File: config.mk
export PLATFORM = sky130hd
export DESIGN_NAME = l2_line_update_flat
export DESIGN_NICKNAME = d
export VERILOG_FILES = /design/src/rtl/l2_line_update_pkg.sv /design/src/rtl/l2_line_update_if.sv /design/src/rtl/l2_line_update_evict_ptr.sv /design/src/rtl/l2_line_update.sv /design/src/flat_wrapper.sv
export SDC_FILE = /design/constraint.sdc
export NUM_CORES = 1
export LEC_CHECK = 0
export BUFFER_PORTS_ARGS = -buffer_cell sky130_fd_sc_hd__buf_4
export CORE_MARGIN = 10
export CORE_UTILIZATION = 60
export CTS_CLUSTER_DIAMETER = 150
export DETAILED_ROUTE_END_ITERATION = 12
export PLACE_DENSITY = 0.88
export SLEW_MARGIN = 10
export SYNTH_ARGS = -nofsm -noshare
export SYNTH_HDL_FRONTEND = slang
export SYNTH_HIERARCHICAL = 1
export SYNTH_SLANG_ARGS = --single-unit
File: constraint.sdc
create_clock -name clk -period 4.09 [get_ports clk]
set_input_delay 0.818 -clock clk [delete_from_list [all_inputs] [get_ports clk]]
set_output_delay 0.818 -clock clk [all_outputs]
set_load 0.01 [all_outputs]
File: src/rtl/l2_line_update_pkg.sv
// Shared L2 / Spandex types and constants for the line-update slice.
//
// Provides the default L2 geometry (ways, sets, words per line, tag width),
// the Spandex per-word state encoding (SPX_I must stay 0: an all-zero line
// is an invalid line), the sized scalar types used on the update and RAM
// buses, and the update FSM state type.
package l2_line_update_pkg;

    localparam int L2_WAYS        = 8;
    localparam int L2_SETS        = 256;
    localparam int WORDS_PER_LINE = 4;
    localparam int L2_TAG_BITS    = 20;
    localparam int SPX_STATE_BITS = 3;

    localparam int L2_WAY_W  = $clog2(L2_WAYS);
    localparam int L2_SET_W  = $clog2(L2_SETS);
    localparam int L2_LINE_W = WORDS_PER_LINE * SPX_STATE_BITS;

    typedef enum logic [SPX_STATE_BITS-1:0] {
        SPX_I = 3'd0,
        SPX_V = 3'd1,
        SPX_S = 3'd2,
        SPX_R = 3'd3
    } state_t;

    typedef logic [L2_WAY_W-1:0]       l2_way_t;
    typedef logic [L2_SET_W-1:0]       l2_set_t;
    typedef logic [L2_TAG_BITS-1:0]    l2_tag_t;
    typedef logic [WORDS_PER_LINE-1:0] word_mask_t;
    typedef logic [L2_LINE_W-1:0]      line_states_t;

    typedef enum logic [1:0] {
        ST_IDLE    = 2'd0,
        ST_READ    = 2'd1,
        ST_CAPTURE = 2'd2,
        ST_WRITE   = 2'd3
    } upd_fsm_t;

endpackage

File: src/rtl/l2_line_update_if.sv
// Bus interfaces for l2_line_update.
//
// l2_upd_if : request side, driven by the L2 controller FSM (master) and
//             consumed by l2_line_update (slave).
//   upd_valid/upd_ready handshake, upd_set/way/tag/write_tag/word_mask/
//   state/advance_evict request fields, upd_done and line_empty completion
//   pulses back to the controller.
// l2_ram_if : tag/state RAM port, driven by l2_line_update (master) and
//             served by the RAM (slave).
//   rd_en/rd_set read request, rd_tag/rd_states read data one cycle after
//   rd_en, wr_en/wr_set/wr_way/wr_tag/wr_states write request.
interface l2_upd_if
    import l2_line_update_pkg::*;
#(
    parameter int WAYS       = L2_WAYS,
    parameter int WORDS      = WORDS_PER_LINE,
    parameter int SETS       = L2_SETS,
    parameter int TAG_BITS   = L2_TAG_BITS,
    parameter int STATE_BITS = SPX_STATE_BITS
) ();

    logic                       upd_valid;
    logic                       upd_ready;
    logic [$clog2(SETS)-1:0]    upd_set;
    logic [$clog2(WAYS)-1:0]    upd_way;
    logic [TAG_BITS-1:0]        upd_tag;
    logic                       upd_write_tag;
    logic [WORDS-1:0]           upd_word_mask;
    logic [STATE_BITS-1:0]      upd_state;
    logic                       upd_advance_evict;
    logic                       upd_done;
    logic                       line_empty;

    modport master (
        output upd_valid, upd_set, upd_way, upd_tag, upd_write_tag,
               upd_word_mask, upd_state, upd_advance_evict,
        input  upd_ready, upd_done, line_empty
    );

    modport slave (
        input  upd_valid, upd_set, upd_way, upd_tag, upd_write_tag,
               upd_word_mask, upd_state, upd_advance_evict,
        output upd_ready, upd_done, line_empty
    );

endinterface

interface l2_ram_if
    import l2_line_update_pkg::*;
#(
    parameter int WAYS       = L2_WAYS,
    parameter int WORDS      = WORDS_PER_LINE,
    parameter int SETS       = L2_SETS,
    parameter int TAG_BITS   = L2_TAG_BITS,
    parameter int STATE_BITS = SPX_STATE_BITS
) ();

    logic                          rd_en;
    logic [$clog2(SETS)-1:0]       rd_set;
    logic [TAG_BITS-1:0]           rd_tag;
    logic [WORDS*STATE_BITS-1:0]   rd_states;
    logic                          wr_en;
    logic [$clog2(SETS)-1:0]       wr_set;
    logic [$clog2(WAYS)-1:0]       wr_way;
    logic [TAG_BITS-1:0]           wr_tag;
    logic [WORDS*STATE_BITS-1:0]   wr_states;

    modport master (
        output rd_en, rd_set, wr_en, wr_set, wr_way, wr_tag, wr_states,
        input  rd_tag, rd_states
    );

    modport slave (
        input  rd_en, rd_set, wr_en, wr_set, wr_way, wr_tag, wr_states,
        output rd_tag, rd_states
    );

endinterface

File: src/rtl/l2_line_update_evict_ptr.sv
// l2_evict_ptr: per-set round-robin eviction pointer array.
//
// Ports:
//   clk, rst    clock, synchronous active-high reset (clears every pointer)
//   upd_en      write ptr[upd_set] <= upd_ptr this cycle
//   upd_set     set whose pointer is written
//   upd_ptr     new pointer value
//   lookup_set  set queried by the lookup stage
//   evict_way   registered ptr[lookup_set], valid one cycle after lookup_set
//
// A write to the queried set is forwarded so evict_way never shows the stale
// pointer for the cycle after the write.
module l2_evict_ptr
    import l2_line_update_pkg::*;
#(
    parameter int SETS = L2_SETS,
    parameter int WAYS = L2_WAYS
) (
    input  logic                    clk,
    input  logic                    rst,
    input  logic                    upd_en,
    input  logic [$clog2(SETS)-1:0] upd_set,
    input  logic [$clog2(WAYS)-1:0] upd_ptr,
    input  logic [$clog2(SETS)-1:0] lookup_set,
    output logic [$clog2(WAYS)-1:0] evict_way
);

    localparam int WAY_W = $clog2(WAYS);

    logic [WAY_W-1:0] ptr [SETS];

    always_ff @(posedge clk) begin
        if (rst) begin
            for (int i = 0; i < SETS; i++) begin
                ptr[i] <= '0;
            end
            evict_way <= '0;
        end else begin
            if (upd_en) begin
                ptr[upd_set] <= upd_ptr;
            end
            // Same-edge forwarding of a write to the queried set.
            if (upd_en && (upd_set == lookup_set)) begin
                evict_way <= upd_ptr;
            end else begin
                evict_way <= ptr[lookup_set];
            end
        end
    end

endmodule

File: src/rtl/l2_line_update.sv
// l2_line_update: read-modify-write of one L2 way's tag and per-word Spandex
// states, plus the per-set round-robin eviction pointers.
//
// Ports:
//   clk, rst    clock, synchronous active-high reset
//   upd         l2_upd_if.slave  - request handshake, fields, done/empty pulses
//   ram         l2_ram_if.master - tag/state RAM read and write port
//   lookup_set  set queried for its eviction pointer
//   evict_way   registered eviction way for lookup_set
//
// One update every four cycles: accept (IDLE), read strobe (READ), capture
// of RAM data (CAPTURE), merged write (WRITE). All RAM-side and completion
// outputs are zero outside the state that drives them.
module l2_line_update
    import l2_line_update_pkg::*;
#(
    parameter int WAYS       = L2_WAYS,
    parameter int WORDS      = WORDS_PER_LINE,
    parameter int SETS       = L2_SETS,
    parameter int TAG_BITS   = L2_TAG_BITS,
    parameter int STATE_BITS = SPX_STATE_BITS
) (
    input  logic                    clk,
    input  logic                    rst,
    l2_upd_if.slave                 upd,
    l2_ram_if.master                ram,
    input  logic [$clog2(SETS)-1:0] lookup_set,
    output logic [$clog2(WAYS)-1:0] evict_way
);

    localparam int SET_W  = $clog2(SETS);
    localparam int WAY_W  = $clog2(WAYS);
    localparam int LINE_W = WORDS * STATE_BITS;

    // Replace the state of every masked word; unmasked words keep the stored state.
    function automatic logic [LINE_W-1:0] merge_states(
        input logic [LINE_W-1:0]     stored,
        input logic [WORDS-1:0]      mask,
        input logic [STATE_BITS-1:0] new_state
    );
        logic [LINE_W-1:0] merged;
        merged = stored;
        for (int j = 0; j < WORDS; j++) begin
            if (mask[j]) begin
                merged[j*STATE_BITS +: STATE_BITS] = new_state;
            end
        end
        return merged;
    endfunction

    function automatic logic line_all_invalid(input logic [LINE_W-1:0] states);
        logic empty;
        empty = 1'b1;
        for (int j = 0; j < WORDS; j++) begin
            if (states[j*STATE_BITS +: STATE_BITS] != STATE_BITS'(SPX_I)) begin
                empty = 1'b0;
            end
        end
        return empty;
    endfunction

    upd_fsm_t state, state_nxt;

    logic [SET_W-1:0]      req_set_p0;
    logic [WAY_W-1:0]      req_way_p0;
    logic [TAG_BITS-1:0]   req_tag_p0;
    logic                  req_write_tag_p0;
    logic [WORDS-1:0]      req_mask_p0;
    logic [STATE_BITS-1:0] req_state_p0;
    logic                  req_advance_p0;

    logic [TAG_BITS-1:0]   rd_tag_p1;
    logic [LINE_W-1:0]     rd_states_p1;

    logic [LINE_W-1:0]     merged_states;
    logic [TAG_BITS-1:0]   merged_tag;
    logic                  merged_empty;

    logic                  ptr_upd_en;
    logic [WAY_W-1:0]      ptr_next;

    always_ff @(posedge clk) begin
        if (rst) begin
            state <= ST_IDLE;
        end else begin
            state <= state_nxt;
        end
    end

    // Stage p0: request fields latched on acceptance.
    always_ff @(posedge clk) begin
        if ((state == ST_IDLE) && upd.upd_valid) begin
            req_set_p0       <= upd.upd_set;
            req_way_p0       <= upd.upd_way;
            req_tag_p0       <= upd.upd_tag;
            req_write_tag_p0 <= upd.upd_write_tag;
            req_mask_p0      <= upd.upd_word_mask;
            req_state_p0     <= upd.upd_state;
            req_advance_p0   <= upd.upd_advance_evict;
        end
    end

    // Stage p1: RAM read data, valid the cycle after the read strobe.
    always_ff @(posedge clk) begin
        if (state == ST_CAPTURE) begin
            rd_tag_p1    <= ram.rd_tag;
            rd_states_p1 <= ram.rd_states;
        end
    end

    // Stage p2: merge feeding the write port.
    always_comb begin
        merged_states = merge_states(rd_states_p1, req_mask_p0, req_state_p0);
        merged_tag    = req_write_tag_p0 ? req_tag_p0 : rd_tag_p1;
        merged_empty  = line_all_invalid(merged_states);
    end

    always_comb begin
        state_nxt      = state;
        upd.upd_ready  = 1'b0;
        upd.upd_done   = 1'b0;
        upd.line_empty = 1'b0;
        ram.rd_en      = 1'b0;
        ram.rd_set     = '0;
        ram.wr_en      = 1'b0;
        ram.wr_set     = '0;
        ram.wr_way     = '0;
        ram.wr_tag     = '0;
        ram.wr_states  = '0;
        ptr_upd_en     = 1'b0;
        case (state)
            ST_IDLE: begin
                upd.upd_ready = 1'b1;
                if (upd.upd_valid) begin
                    state_nxt = ST_READ;
                end
            end
            ST_READ: begin
                ram.rd_en  = 1'b1;
                ram.rd_set = req_set_p0;
                state_nxt  = ST_CAPTURE;
            end
            ST_CAPTURE: begin
                state_nxt = ST_WRITE;
            end
            ST_WRITE: begin
                ram.wr_en      = 1'b1;
                ram.wr_set     = req_set_p0;
                ram.wr_way     = req_way_p0;
                ram.wr_tag     = merged_tag;
                ram.wr_states  = merged_states;
                upd.upd_done   = 1'b1;
                upd.line_empty = merged_empty;
                ptr_upd_en     = req_advance_p0;
                state_nxt      = ST_IDLE;
            end
            default: begin
                state_nxt = ST_IDLE;
            end
        endcase
    end

    // Round-robin: the way just filled becomes most recent, so point past it
    // (natural wrap of the WAY_W-bit sum takes WAYS-1 back to 0).
    assign ptr_next = req_way_p0 + WAY_W'(1);

    l2_evict_ptr #(
        .SETS (SETS),
        .WAYS (WAYS)
    ) u_evict_ptr (
        .clk        (clk),
        .rst        (rst),
        .upd_en     (ptr_upd_en),
        .upd_set    (req_set_p0),
        .upd_ptr    (ptr_next),
        .lookup_set (lookup_set),
        .evict_way  (evict_way)
    );

endmodule

File: src/flat_wrapper.sv
// flat-port wrapper written by rule: the top's interface ports become plain ports
module l2_line_update_flat import l2_line_update_pkg::*;
#(
    parameter int WAYS       = L2_WAYS,
    parameter int WORDS      = WORDS_PER_LINE,
    parameter int SETS       = L2_SETS,
    parameter int TAG_BITS   = L2_TAG_BITS,
    parameter int STATE_BITS = SPX_STATE_BITS
)
  (clk, rst, lookup_set, evict_way, upd_upd_valid, upd_upd_set, upd_upd_way, upd_upd_tag, upd_upd_write_tag, upd_upd_word_mask, upd_upd_state, upd_upd_advance_evict, upd_upd_ready, upd_upd_done, upd_line_empty, ram_rd_en, ram_rd_set, ram_wr_en, ram_wr_set, ram_wr_way, ram_wr_tag, ram_wr_states, ram_rd_tag, ram_rd_states);
  l2_upd_if #(.WAYS(WAYS), .WORDS(WORDS), .SETS(SETS), .TAG_BITS(TAG_BITS), .STATE_BITS(STATE_BITS)) upd_i ();
  l2_ram_if #(.WAYS(WAYS), .WORDS(WORDS), .SETS(SETS), .TAG_BITS(TAG_BITS), .STATE_BITS(STATE_BITS)) ram_i ();
  input  logic clk;
  input  logic rst;
  input  logic [$clog2(SETS)-1:0] lookup_set;
  output logic [$clog2(WAYS)-1:0] evict_way;
  input wire logic [$bits(upd_i.upd_valid)-1:0] upd_upd_valid;
  input wire logic [$bits(upd_i.upd_set)-1:0] upd_upd_set;
  input wire logic [$bits(upd_i.upd_way)-1:0] upd_upd_way;
  input wire logic [$bits(upd_i.upd_tag)-1:0] upd_upd_tag;
  input wire logic [$bits(upd_i.upd_write_tag)-1:0] upd_upd_write_tag;
  input wire logic [$bits(upd_i.upd_word_mask)-1:0] upd_upd_word_mask;
  input wire logic [$bits(upd_i.upd_state)-1:0] upd_upd_state;
  input wire logic [$bits(upd_i.upd_advance_evict)-1:0] upd_upd_advance_evict;
  output wire logic [$bits(upd_i.upd_ready)-1:0] upd_upd_ready;
  output wire logic [$bits(upd_i.upd_done)-1:0] upd_upd_done;
  output wire logic [$bits(upd_i.line_empty)-1:0] upd_line_empty;
  output wire logic [$bits(ram_i.rd_en)-1:0] ram_rd_en;
  output wire logic [$bits(ram_i.rd_set)-1:0] ram_rd_set;
  output wire logic [$bits(ram_i.wr_en)-1:0] ram_wr_en;
  output wire logic [$bits(ram_i.wr_set)-1:0] ram_wr_set;
  output wire logic [$bits(ram_i.wr_way)-1:0] ram_wr_way;
  output wire logic [$bits(ram_i.wr_tag)-1:0] ram_wr_tag;
  output wire logic [$bits(ram_i.wr_states)-1:0] ram_wr_states;
  input wire logic [$bits(ram_i.rd_tag)-1:0] ram_rd_tag;
  input wire logic [$bits(ram_i.rd_states)-1:0] ram_rd_states;
  assign upd_i.upd_valid = upd_upd_valid;
  assign upd_i.upd_set = upd_upd_set;
  assign upd_i.upd_way = upd_upd_way;
  assign upd_i.upd_tag = upd_upd_tag;
  assign upd_i.upd_write_tag = upd_upd_write_tag;
  assign upd_i.upd_word_mask = upd_upd_word_mask;
  assign upd_i.upd_state = upd_upd_state;
  assign upd_i.upd_advance_evict = upd_upd_advance_evict;
  assign upd_upd_ready = upd_i.upd_ready;
  assign upd_upd_done = upd_i.upd_done;
  assign upd_line_empty = upd_i.line_empty;
  assign ram_rd_en = ram_i.rd_en;
  assign ram_rd_set = ram_i.rd_set;
  assign ram_wr_en = ram_i.wr_en;
  assign ram_wr_set = ram_i.wr_set;
  assign ram_wr_way = ram_i.wr_way;
  assign ram_wr_tag = ram_i.wr_tag;
  assign ram_wr_states = ram_i.wr_states;
  assign ram_i.rd_tag = ram_rd_tag;
  assign ram_i.rd_states = ram_rd_states;
  l2_line_update #(.WAYS(WAYS), .WORDS(WORDS), .SETS(SETS), .TAG_BITS(TAG_BITS), .STATE_BITS(STATE_BITS)) u_core (.clk(clk), .rst(rst), .upd(upd_i), .ram(ram_i), .lookup_set(lookup_set), .evict_way(evict_way));
endmodule
Word level (Yosys, flattened, before mapping) --
Memories as Yosys holds them, arrays and structs flattened. A register that Yosys moved wholly into a read port is not among the register bits. Cells that the tools add are included.
Word-level totals: logic and storage cells 52, bits of input ports 83, ROM bits 0, RAM bits 768, memories kept 1, output and inout bits 59, bits in latches 0, register bits 74
Operators by class: magnitude comparators 0, reductions and logical operators 7, equal/unequal tests 4, $add $sub $neg 1, bitwise logic cells 0, divide/modulo/power cells 0, mux-type cells 29, shift operators 0, multiply operators 0
Memories:
- u_core.u_evict_ptr.ptr | words 256, bits a word 3, rd ports 1, clocked after memory_dff 1, wr ports 256, RTL line l2_line_update_evict_ptr.sv:30 | logic [WAY_W-1:0] ptr [SETS];
Operators by type and width (count):
- 2-to-1 mux 20 bit | 2
- 2-to-1 mux 8 bit | 3
- 2-to-1 mux 3 bit | 6
- 2-to-1 mux 1 bit | 15
- 2-to-1 mux 12 bit | 1
- nonzero test 3 bit | 4
- one-hot mux 2 bit (4 select lines) | 1
- equality test 2 bit (second input constant) | 2
- adder 3 x 1 -> 3 bit (second input constant) | 1
- OR reduction 3 bit | 1
- equality test 2 x 1 -> 1 bit (second input constant) | 1
- logical NOT 2 bit | 1
- 2-to-1 mux 2 bit | 1
- inequality test 2 bit (second input constant) | 1
- logical AND 1 bit | 1

Logic depth before layout (Yosys ltp) --
depth after elaboration 7, gate-level depth with buffers 12, depth with buffers taken out 9

Cells and area by module --
Netlist, hierarchy kept.
By module, submodules not included:
- l2_evict_ptr | area an instance 38000.2 um2, instances 1, cells each 3071
- l2_line_update | area an instance 3131.8 um2, instances 1, cells each 203

Least setup slack after synthesis --
OpenSTA, ideal clock, no wires.
path type register -> register, start register u_core.state[0], end memory u_core/u_evict_ptr/ptr[67][0] in the netlist's numbering, enable pin, data arrival time 2.560 ns, period minus slack after synthesis 2.862 ns, stages on the path, launching flop included 10, slack 1.228 ns, path buffers 3, path through dfxtp_1 ha_1 clkbuf_1 and2_1 nand2_1 clkbuf_1 nor4_1 clkbuf_1 nand2_1 nand2_1
RTL lines:
- start, declared | RTL line l2_line_update.sv:62 | upd_fsm_t state, state_nxt;
- start signal, assigned | RTL line l2_line_update.sv:86 | state <= state_nxt;
- end, declared | RTL line l2_line_update_evict_ptr.sv:30

==> metrics.md <==
| Metric | Value |
|---|---|
| Skew final | `about 0.028 ns` |
| CTS-repair resized insts | `0` |
| CTS Buf Count | `83` |
| Met2 wire length | `52.1 mm` |
| Total gr overflow | `0` |
| Crit path DAT | `a little under 4 ns` |
| CTS tree | `yes` |
| WHS Path Cells | `1` |
| Terminus of the critical flop-to-flop path | `u_core/u_evict_ptr/evict_way[0]$_SDFF_PP0_` |
| Worst hold-check path type | `in2reg` |
| DRC viols | `0` |
| Clock share of power | `a little over a third` |
| Synth Flop Type | `edfxtp_1` |
| CP Data Required Time | `between 4 and 5 ns` |
| FF-to-FF setup slack | `between 0.8 and 0.9 ns` |
| Syn avg cell area | `around 13 um2` |
| Antenna viol nets, final | `0` |
| Gate power share | `14.5%` |
| Post-Route WL | `111 mm` |
| Largest net degree at the start of global routing | `roughly 210` |
| Layout area overhead | `10.2%` |
| Setup bufs post-CTS | `0` |
| Average wire per standard cell | `between 20 and 30 um` |
| Core Area | `67500 um2` |
| Gr usage total | `~28%` |
| Leakage | `slightly below 20 nW` |
| Post-DP HPWL | `a little under 70 mm` |
| Post-route setup TNS | `0 ns` |
| Mapped cell area | `just over 40000 um2` |
| # setup viols final | `0` |
| Total die area | `approximately 79000 um2` |
| Switching power total | `5.77 mW` |
| Routed vias | `28700` |
| Worst reg2reg path depth | `9` |
| Hold_sp | `ram_rd_states[5]` |
| Number of antenna diodes | `0` |
| Outcome | `complete, no violations` |
| Placer's final routability congestion estimate | `slightly below 1` |
| Share of cells above drive strength 1 | `approximately 17%` |
| Final hold viol count | `0` |
| Initial antenna violation count | `2` |
| Tot Pwr | `slightly above 20 mW` |
| Num rows | `95` |
| Sequential share of power | `about 50%` |
| Synth unique cells | `56` |
| Starting density of the core | `roughly three fifths` |
| CP Max Fanout | `63` |
| Max-slew violation count | `0` |
| Iter 0 DRT Violations | `4832` |
| Reg2reg start | `u_core/state[0]$_SDFFE_PP0P_` |
| Async SR Flop Fraction | `0%` |
| Worst-Margin Slew | `around 1.2 ns` |
| PwrDens | `457 nW/um2` |
| Cts hold-fix bufs | `0` |
| Num Clock Sinks | `roughly 850` |
| Post-Place Cells | `approximately 4000` |
| Number of flops mapped to enable cells by yosys | `840` |
| Wl on met1 | `roughly 37 mm` |
| Worst vdd ir | `0.000705 V` |
| Synthesis warning total | `6` |
| Commonest non-fill, non-tap cell in the layout | `edfxtp_1` |
| Relative slew slack | `roughly 18%` |
| Syn_nets | `roughly 3400` |
| Post-route insts no fill | `just over 4000` |
| Io pins | `142` |
| Most frequent cells in the layout | `edfxtp_1, and3_1, nand2_1` |
| Unrepaired setup endpoints after global routing | `no` |
| Switching fraction of total power | `about 28%` |
| Met3 wire len | `between 10 and 15 mm` |
| Synth Register Bits | `approximately 850` |
| Setup CP Type | `in2reg` |
| Cells after synthesis | `3274` |
| CP Launch Type | `input pin` |
| Sequential share of the synthesized area | `~60%` |
| Critical Path End Type | `register` |
| H-tree Lvls | `3` |
| Vias in the first global route | `between 20000 and 30000` |
| Achievable Freq | `297 MHz` |
| Final Critical Period | `around 3.4 ns` |
| First-pass GRT wire length | `approximately 170 mm` |
| Buffers on Ports | `approximately 140` |
| Worst hold margin | `0.335 ns` |
| Filler cells | `4199` |
| Vias/cell | `just under 7` |
| Clock latency on the worst-skew pair | `0.65 ns` |
| Clk buf depth | `3` |
| Chip width | `around 280 um` |
| Max-Cap Viols | `0` |
| # nets final | `between 3000 and 4000` |
| Worst-path clk slew | `about 0.06 ns` |
| CTS Root Cell | `clkbuf_16` |
| Fin crit share | `82.4%` |
| Worst Hold End | `u_core/rd_states_p1[5]$_DFFE_PP_` |
| Internal | `about 15 mW` |
| TritonRoute pass-1 iters | `8` |
| Max Used Layer | `met4` |
| Die height | `between 200 and 300 um` |
[metal layers]
metal  vias to the layer above  global-route usage [%]
met5                         -                       0
met4                         0                    14.5
met3                       434                    6.13
met2                      2442                    43.8
met1                     13800                    35.1
li1                      12000                       -
[cells in the mapped netlist (all sizes together) (3+ instances only)]
cell type	n	area (um2)
dfxtp	5	100
o211ai	7	52.6
buf	58	428
or4	7	56.3
a21boi	7	52.6
mux4	136	3070
nand2b	21	131
ha	5	62.6
a211o	3	26.3
nand3	10	55.1
o22ai	28	175
nor2	45	169
or2	6	37.5
o21ai	38	190
a221oi	4	35.0
and3	763	4770
a22oi	32	240
mux2i	143	1430
a211oi	7	52.6
nor2b	36	225
inv	7	26.3
o221ai	28	245
and2	41	257
nand2	541	2030
nand3b	3	22.5
xnor2	8	70.1
nor4	9	56.3
nor3	37	190
nand4	5	31.3
o32a	3	30.0
clkbuf	349	1310
edfxtp	840	25200
a21oi	22	110
[critical path: stages]
cell	delay, ns
buf_8	0.54
buf_12	0.31
mux4_2	0.26
nand2_1	0.06
and3_1	0.21
o21ai_0	0.60
nand3_1	0.32
a2111oi_0	0.58
a211o_1	0.20
[worst max-delay path by stage]
stage	start	end	slack (ns)	cells after the start
after floorplan	u_core/state[0]$_SDFFE_PP0P_	u_core/u_evict_ptr/ptr[67][0]$_SDFFCE_PN0P_	1.23	9
after global placement	lookup_set[0]	u_core/u_evict_ptr/evict_way[2]$_SDFF_PP0_	0.36	9
after detailed placement	lookup_set[0]	u_core/u_evict_ptr/evict_way[2]$_SDFF_PP0_	0.21	9
after CTS	u_core/req_write_tag_p0$_DFFE_PP_	ram_wr_tag[11]	0.74	3
after global routing	u_core/req_write_tag_p0$_DFFE_PP_	ram_wr_tag[11]	0.66	3
final	lookup_set[0]	u_core/u_evict_ptr/evict_way[2]$_SDFF_PP0_	0.72	9
[power by group through the flow]
stage                     Clock [mW]  Sequential, mW  Combinational, mW
after floorplan                    0            10.3               1.89
after global placement             0            10.4               2.80
after detailed placement           0            10.5               2.88
after CTS                       7.41            10.3               2.92
after global routing            7.71            10.3               3.14
final                           7.38            10.3               3.01
[metrics by stage]
stage	worst slack [ns]	cell area, um2	utilization (%)
after floorplan	1.23	41100	-
after global placement	0.355	42700	63.3
after detailed placement	0.213	42700	63.3
after CTS	0.737	45300	67.1
after global routing	0.662	45300	67.1
final	0.720	45300	67.1
[cell type report]
cell class	count	area [um2]	area share [%]
timing repair buffer	247	2040	4.51
sequential	845	25300	55.9
clock buffer	105	2190	4.83
multi-input combinational	2014	14200	31.4
tap	873	1090	2.41
clock inverter	45	410	0.906
inverter	8	42.5	0.0939
[cell families after synthesis]
logic type | count (synthesis) | synth area share, %
xor gates and xnor gates | 9 | 0.192
AOI/OAI and AO/OA | 188 | 3.13
muxes | 279 | 10.9
adders and majority gates | 5 | 0.152
DFF | 845 | 61.6
buffers and inverters | 415 | 4.30
and+or+nand+nor | 1533 | 19.7
[sequential cells by signal (all words and copies together) (netlist names)]
name and count:
u_core/rd_states_p1 12, u_core/req_tag_p0 20, u_core/req_state_p0 3, u_core/req_way_p0 3, u_core/req_set_p0 8, u_core/req_advance_p0 1, u_core/rd_tag_p1 20, u_core/req_write_tag_p0 1
u_core/u_evict_ptr/ptr 768, u_core/state 2, u_core/req_mask_p0 4, u_core/u_evict_ptr/evict_way 3
Power figures use the tool's default switching activity.
